File: src/rtl/fnd_scan_controller.sv
// Four-digit FND scan controller: sequential double-dabble conversion of a 14-bit value
// into BCD display registers, plus a free-running digit scanner driving the BCD-to-FND decoder.
module fnd_scan_controller #(
    parameter int P_SCAN_DIV = 100000
) (
    input  logic        i_clk,
    input  logic        i_reset_n,
    input  logic [13:0] i_value,
    input  logic        i_load,
    input  logic        i_blank_lz,
    input  logic        i_En,
    output logic        o_ready,
    output logic        o_overflow,
    output logic [1:0]  o_DigitSelect,
    output logic [3:0]  o_value,
    output logic        o_En,
    output logic [1:0]  o_dbg_state
);

    localparam int PW = (P_SCAN_DIV > 2) ? $clog2(P_SCAN_DIV) : 1;
    localparam logic [PW-1:0] PRESC_LAST = PW'(P_SCAN_DIV - 1);

    typedef enum logic [1:0] {
        ST_IDLE    = 2'd0,
        ST_CONVERT = 2'd1,
        ST_COMMIT  = 2'd2
    } state_e;

    state_e        state_q, state_d;
    logic          ready_q, ready_d;
    logic          overflow_q, overflow_d;
    logic          ovf_pend_q, ovf_pend_d;
    logic [13:0]   bin_q, bin_d;
    logic [15:0]   bcd_q, bcd_d;
    logic [3:0]    cnt_q, cnt_d;
    logic [15:0]   disp_q, disp_d;
    logic [PW-1:0] presc_q, presc_d;
    logic [1:0]    idx_q, idx_d;

    logic [15:0]   bcd_adj;
    logic [3:0]    blank;

    // Add-3 correction applied to every nibble before the shift of each iteration.
    always_comb begin
        bcd_adj = bcd_q;
        for (int k = 0; k < 4; k++) begin
            if (bcd_q[4*k +: 4] >= 4'd5) begin
                bcd_adj[4*k +: 4] = bcd_q[4*k +: 4] + 4'd3;
            end
        end
    end

    always_comb begin
        state_d    = state_q;
        ready_d    = ready_q;
        overflow_d = overflow_q;
        ovf_pend_d = ovf_pend_q;
        bin_d      = bin_q;
        bcd_d      = bcd_q;
        cnt_d      = cnt_q;
        disp_d     = disp_q;
        case (state_q)
            ST_IDLE: begin
                if (i_load) begin
                    bin_d      = (i_value > 14'd9999) ? 14'd9999 : i_value;
                    ovf_pend_d = (i_value > 14'd9999);
                    bcd_d      = '0;
                    cnt_d      = '0;
                    ready_d    = 1'b0;
                    state_d    = ST_CONVERT;
                end
            end
            ST_CONVERT: begin
                bcd_d = {bcd_adj[14:0], bin_q[13]};
                bin_d = {bin_q[12:0], 1'b0};
                cnt_d = cnt_q + 4'd1;
                if (cnt_q == 4'd13) begin
                    state_d = ST_COMMIT;
                end
            end
            ST_COMMIT: begin
                disp_d     = bcd_q;
                overflow_d = ovf_pend_q;
                ready_d    = 1'b1;
                state_d    = ST_IDLE;
            end
            default: begin
                ready_d = 1'b1;
                state_d = ST_IDLE;
            end
        endcase
    end

    // Scanner free-runs regardless of the converter and of the enable input.
    always_comb begin
        presc_d = presc_q + PW'(1);
        idx_d   = idx_q;
        if (presc_q == PRESC_LAST) begin
            presc_d = '0;
            idx_d   = idx_q + 2'd1;
        end
    end

    always_ff @(posedge i_clk or negedge i_reset_n) begin
        if (!i_reset_n) begin
            state_q    <= ST_IDLE;
            ready_q    <= 1'b1;
            overflow_q <= 1'b0;
            ovf_pend_q <= 1'b0;
            bin_q      <= '0;
            bcd_q      <= '0;
            cnt_q      <= '0;
            disp_q     <= '0;
            presc_q    <= '0;
            idx_q      <= '0;
        end else begin
            state_q    <= state_d;
            ready_q    <= ready_d;
            overflow_q <= overflow_d;
            ovf_pend_q <= ovf_pend_d;
            bin_q      <= bin_d;
            bcd_q      <= bcd_d;
            cnt_q      <= cnt_d;
            disp_q     <= disp_d;
            presc_q    <= presc_d;
            idx_q      <= idx_d;
        end
    end

    // A digit is a leading zero when it and every more significant digit are zero.
    always_comb begin
        blank[0] = 1'b0;
        blank[1] = i_blank_lz && (disp_q[15:4] == 12'd0);
        blank[2] = i_blank_lz && (disp_q[15:8] == 8'd0);
        blank[3] = i_blank_lz && (disp_q[15:12] == 4'd0);
    end

    assign o_ready       = ready_q;
    assign o_overflow    = overflow_q;
    assign o_DigitSelect = idx_q;
    assign o_value       = disp_q[{idx_q, 2'b00} +: 4];
    assign o_En          = i_En & ~blank[idx_q];
    assign o_dbg_state   = state_q;

endmodule

File: config.mk
export PLATFORM = sky130hd
export DESIGN_NAME = fnd_scan_controller
export DESIGN_NICKNAME = d
export VERILOG_FILES = /design/src/rtl/fnd_scan_controller.sv
export SDC_FILE = /design/constraint.sdc
export NUM_CORES = 1
export LEC_CHECK = 0
export ABC_AREA = 1
export CORE_ASPECT_RATIO = 0.6
export CORE_UTILIZATION = 40
export CTS_CLUSTER_DIAMETER = 200
export DETAILED_ROUTE_END_ITERATION = 8
export SLEW_MARGIN = 20
export SYNTH_ARGS = -nofsm -noshare
export SYNTH_HDL_FRONTEND = slang
export SYNTH_SLANG_ARGS = --single-unit
File: constraint.sdc
create_clock -name i_clk -period 1.8 [get_ports i_clk]
set_input_delay 0.36 -clock i_clk [delete_from_list [all_inputs] [get_ports i_clk]]
set_output_delay 0.36 -clock i_clk [all_outputs]
set_load 0.02 [all_outputs]
## Word-level counts from Yosys, hierarchy flattened

Cells that the tools add are included.

- Order comparisons: 6
- Multiplexer cells: 19
- Bitwise operators: 3
- Multiply operators: 0
- Shift operators: 1
- Reductions and logical operators: 12
- Add/subtract/negate cells: 7
- Div/mod/pow operators: 0
- Equal/unequal tests: 6

Operators with widths:

| cell | count |
|---|---|
| $pmux 16 s2 | 1 |
| $mux 14 | 2 |
| $pmux 14 s2 | 1 |
| $add 17x1->17 const B | 1 |
| $eq 17x17->1 const B | 1 |
| $mux 17 | 1 |
| $ge 4x3->1 const B | 4 |
| $mux 16 | 1 |
| $mux 4 | 4 |
| $shiftx 16x5->4 | 1 |
| $gt 14x14->1 const B | 1 |
| $add 4x2->4 const B | 3 |
| $logic_not 12->1 | 1 |
| $logic_not 8->1 | 1 |
| $pmux 4 s2 | 1 |
| $reduce_and 2->1 | 4 |
| $add 4x1->4 const B | 1 |
| $eq 4x4->1 const B | 1 |
| $logic_not 4->1 | 1 |
| $mux 2 | 2 |
| $ne 2x2->1 const B | 2 |
| $pmux 2 s2 | 1 |
| $add 3x2->3 const B | 1 |
| $logic_and 1x1->1 | 3 |
| other kinds (12) | 14 |

- Bits in writable memories: 0
- Memory bits (read-only): 0
- Memories kept: 0
- Input bits: 19
- Flip-flop bits (word level): 74
- Word-level logic and storage cells: 64
- Latch bits: 0

## Depth between registers and ports, before layout

- Depth after elaboration: 6
- Depth in mapped cells: 9
- Mapped depth without buffers: 9

## Worst setup path after synthesis

Ideal clock, no wire load.

- Path kind: register to output
- Start: reg idx_q[0] (netlist: o_DigitSelect[0])
- End: out o_value[0]
- Cell stages (with the launch flop): 4
- Arrival: 1432 ps
- Path slack: 8 ps
- Path buffers: 1
- Path through: dfrtp_1 -> clkbuf_1 -> nor2_1 -> o32ai_1

- Cells in the longest elaborated chain, start to end: 1

RTL lines:

| element | RTL line | source |
|---|---|---|
| from (decl) | 38 | `logic [1:0] idx_q, idx_d;` |
| from (signal assigned) | 126 | `idx_q <= idx_d;` |
| $shiftx 16x5->4 | 141 | `assign o_value = disp_q[{idx_q, 2'b00} +: 4];` |
| to (decl) | 15 | `output logic [3:0] o_value,` |

No other way between the ends.

## Worst setup path in the final report

- Start: reg disp_q[13]
- End: out o_En

- Cells in the longest elaborated chain, start to end: 6
- Elaborated cells on any way between the ends: 10
- Classes of those cells: mux: 2; bitwise: 2; reduce/logical: 6

RTL lines:

| element | RTL line | source |
|---|---|---|
| from (decl) | 36 | `logic [15:0] disp_q, disp_d;` |
| from (signal assigned) | 124 | `disp_q <= disp_d;` |
| $logic_not 12->1, or another cell as far along | 133 | `blank[1] = i_blank_lz && (disp_q[15:4] == 12'd0);` |
| $logic_and 1x1->1, on equally long branches | 133, 134, 135 |  |
| $bmux 1 s2 (*) | 142 | `assign o_En = i_En & ~blank[idx_q];` |
| $mux 1 (not written as such) (*) | 142 |  |
| $not 1->1 (*) | 142 |  |
| $and 1x1->1 (*) | 142 |  |
| to (decl) | 16 | `output logic o_En,` |

Every way passes the cells marked *; elsewhere a longest branch is shown, timed or not. The select of a mux whose other input is x is not followed.

==> impl_metrics.py <==
metrics = {
    "worst_hold_path": {
        "hold_class": "reg -> reg",
    },
    "clock_tree": {
        "cts_buffers": 9,
        "cts_sinks": 74,
        "worstSkewPairLatency_ps": 330,
        "path_clk_slew_ps": 60,
        "cts_tree": "done",
        "cts_max_path_buffers": 2,
        "cts_htree_levels": 3,
        "cts_root_buffer": "clkbuf_16",
    },
    "finish": {
        "fin_area_sq_um": 4810,
        "finalNetCount": 579,
        "final_cells": 684,
        "syn_to_final_growth_pct": 25.0,
        "final_layout_size_suffix_gt1_frac": 0.117,
        "n_antenna_cell": 0,
    },
    "timing": {
        "rsz0062_at_grt": "yes",
        "skew_ps": 2.42,
        "finalSetupViolations": 0,
        "fin_crit_ps": 1770,
        "timing.final.ws_setup_ps": 27.4,
        "tightest_slew_ps": 404,
        "hold_viol_final": 0,
        "fmax_ghz": 0.564,
        "finalSetupTns_ps": 0,
        "max-slew-margin-rel": 0.730,
        "hold-worst-slack_ps": 479,
        "drv_slew": 0,
        "min_period_over_period": 0.985,
    },
    "die": {
        "coreArea_sq_um": 9260,
        "ios": 30,
        "die_h_microns": 77.9,
        "die_w_microns": 129,
        "initial_utilization": 0.415,
        "die_area_sq_um": 10000,
        "fp-row-count": 27,
    },
    "worst_setup_path": {
        "cp-start-kind": "flip-flop",
        "worstSetupPathType": "reg -> out",
        "cp_data_required_time_ps": 1440,
        "critPathCaptureType": "output port",
        "worstPathMaxFanout": 2,
        "crit_arrival_ps": 1410,
    },
    "placement": {
        "dp_slack_ps": -347,
        "gp_congestion": 0.835,
        "place_area_sq_um": 4400,
        "place_inst": 662,
        "io_buffer_count": 29,
        "dp_hpwl_microns": 6090,
    },
    "synth": {
        "ys.flop_type": "dfrtp_1",
        "yosysSeqAreaShare": 0.482,
        "synth_edf_count": 0,
        "synth-seq-cells": 74,
        "yosys.cell_types.count": 31,
        "syn_avg_cell_area_sq_um": 7.75,
        "async_reset_ff_frac": 1.00,
        "synth_fp_nets": 526,
        "synth_area_sq_um": 3840,
        "synthCells": 496,
        "synth_warnings": 0,
    },
    "route": {
        "num_vias": 3207,
        "drt_iter0_drc": 188,
        "drc": 0,
        "ant_nets": 0,
        "wire_per_inst_microns": 12.0,
        "dr.pass1.iters": 4,
        "drt_wl_total_microns": 8230,
        "post_drt_via_cell_ratio": 4.69,
    },
    "grt": {
        "grt_pass1_wl_microns": 13900,
        "grt-ovfl-total": 0,
        "grt_usage": 0.181,
        "grt_pass1_vias": 2962,
        "grt_max_degree": 33,
        "antenna_found_initial": 0,
    },
    "run": {
        "cap_violations": 0,
    },
    "outcome": {
        "status": "completed",
    },
    "pwr": {
        "p_leak_uw": 0.00237,
        "powerDensity_nw_per_um2": 1530,
        "peakVddDrop_mv": 0.571,
    },
}
[layer usage]
layer / track usage / share of wire / up-vias
met5: 0 / 0 / -
met3: 0.0559 / 0.040 / 9
met1: 0.253 / 0.52 / 1485
met2: 0.265 / 0.43 / 40
met4: 0.0565 / 0.013 / 0
li1: - / - / 1673
[critical path: stages (launching register included)]
cell,delay [ps]
dfrtp_1,370
or2_4,260
nor2_4,90
nand2_1,60
o21a_1,180
buf_6,130
[logic make-up (layout without fill, tap and decap cells)]
logic type,Yosys count,in the layout,synth area share
adder cells (fa/ha/maj),11,11,0.0358
flip-flops,74,74,0.482
XOR/XNOR,15,15,0.0342
buffers and inverters,67,125,0.0742
AND/OR/NAND/NOR,258,258,0.270
AO/OA/AOI/OAI,70,70,0.101
multiplexers,1,1,0.00293
[state kept, by name, indices dropped and copies added (netlist names)]
signal         flops
bin_q             14
ovf_pend_q         1
o_DigitSelect      2
o_overflow         1
presc_q           17
o_dbg_state        2
disp_q            16
bcd_q             16
o_ready            1
cnt_q              4
[final timing paths]
path                            startpoint         end  slack [ps]  cells past startpoint
worst max-delay path            disp_q[13]        o_En          30                      5
max in group asynchronous        i_reset_n  presc_q[6]         780                      3
worst min-delay path              bin_q[2]    bin_q[2]         480                      2
worst min register to register    bin_q[2]    bin_q[2]         480                      2
min in group asynchronous        i_reset_n    bin_q[8]         500                      2
worst max register to register  presc_q[0]  presc_q[7]         240                      8
[through the flow]
stage          utilization  power, uW
3_3_place_gp         0.476       5200
6_report             0.519       7360
4_1_cts              0.515       7390
5_1_grt              0.519       7970
3_5_place_dp         0.476       5290
2_1_floorplan            -       4480
[cells in the mapped netlist (2+ instances only)]
cell type  instances  area share
nand4_1            2      0.0033
nor2_2             2      0.0033
o22ai_1           11       0.018
a21oi_1            5      0.0065
clkbuf_1           4      0.0039
buf_6              3      0.0088
nor2_4             2      0.0059
inv_2              5      0.0049
a22oi_1            3      0.0059
xor2_1            14       0.032
nand2_1          143        0.14
nand3b_1           4      0.0078
o21ai_0           42       0.055
inv_1             47       0.046
buf_2              6      0.0078
nor2_1            82       0.080
dfrtp_1           73        0.48
o21ai_1            5      0.0065
ha_1              11       0.036
nand3_1           21       0.027
[cell usage in the layout, fill, tap and decap left out, types with 2 or more instances in the layout]
cell	n
a21oi_1	5
a22oi_1	3
buf_12	3
buf_2	2
buf_4	26
bufinv_16	3
clkbuf_16	9
clkbuf_8	2
clkdlybuf4s50_1	19
clkinv_2	3
dfrtp_1	73
dlygate4sd2_1	4
ha_1	11
inv_1	47
inv_2	5
nand2_1	143
nand3_1	21
nand3b_1	4
nand4_1	2
nor2_1	80
nor2_2	3
nor2_4	3
o21ai_0	37
o21ai_1	10
o22ai_1	11
xor2_1	14
[where the power goes]
group / total (uW) / internal, uW / switching [uW]
Sequential: 2670 / 2260 / 413
Combinational: 2600 / 1090 / 1510
Clock: 2090 / 1420 / 671
[cell type report]
type	instances	area, sq um
tap	130	163
inverter	53	200
sequential	74	1850
clock buffer	11	253
fill	906	4450
timing repair buffer	56	512
clock inverter	5	100
multi-input combinational	355	1730
[what timing repair did]
item	in CTS	in global routing
setup buffers	2	3
resized for setup	32	8
endpoints found under the hold margin	24	0
hold buffers	1	0
pin swaps	1	2
endpoints found under the setup margin	9	3
(Power assumes the default switching activity.)
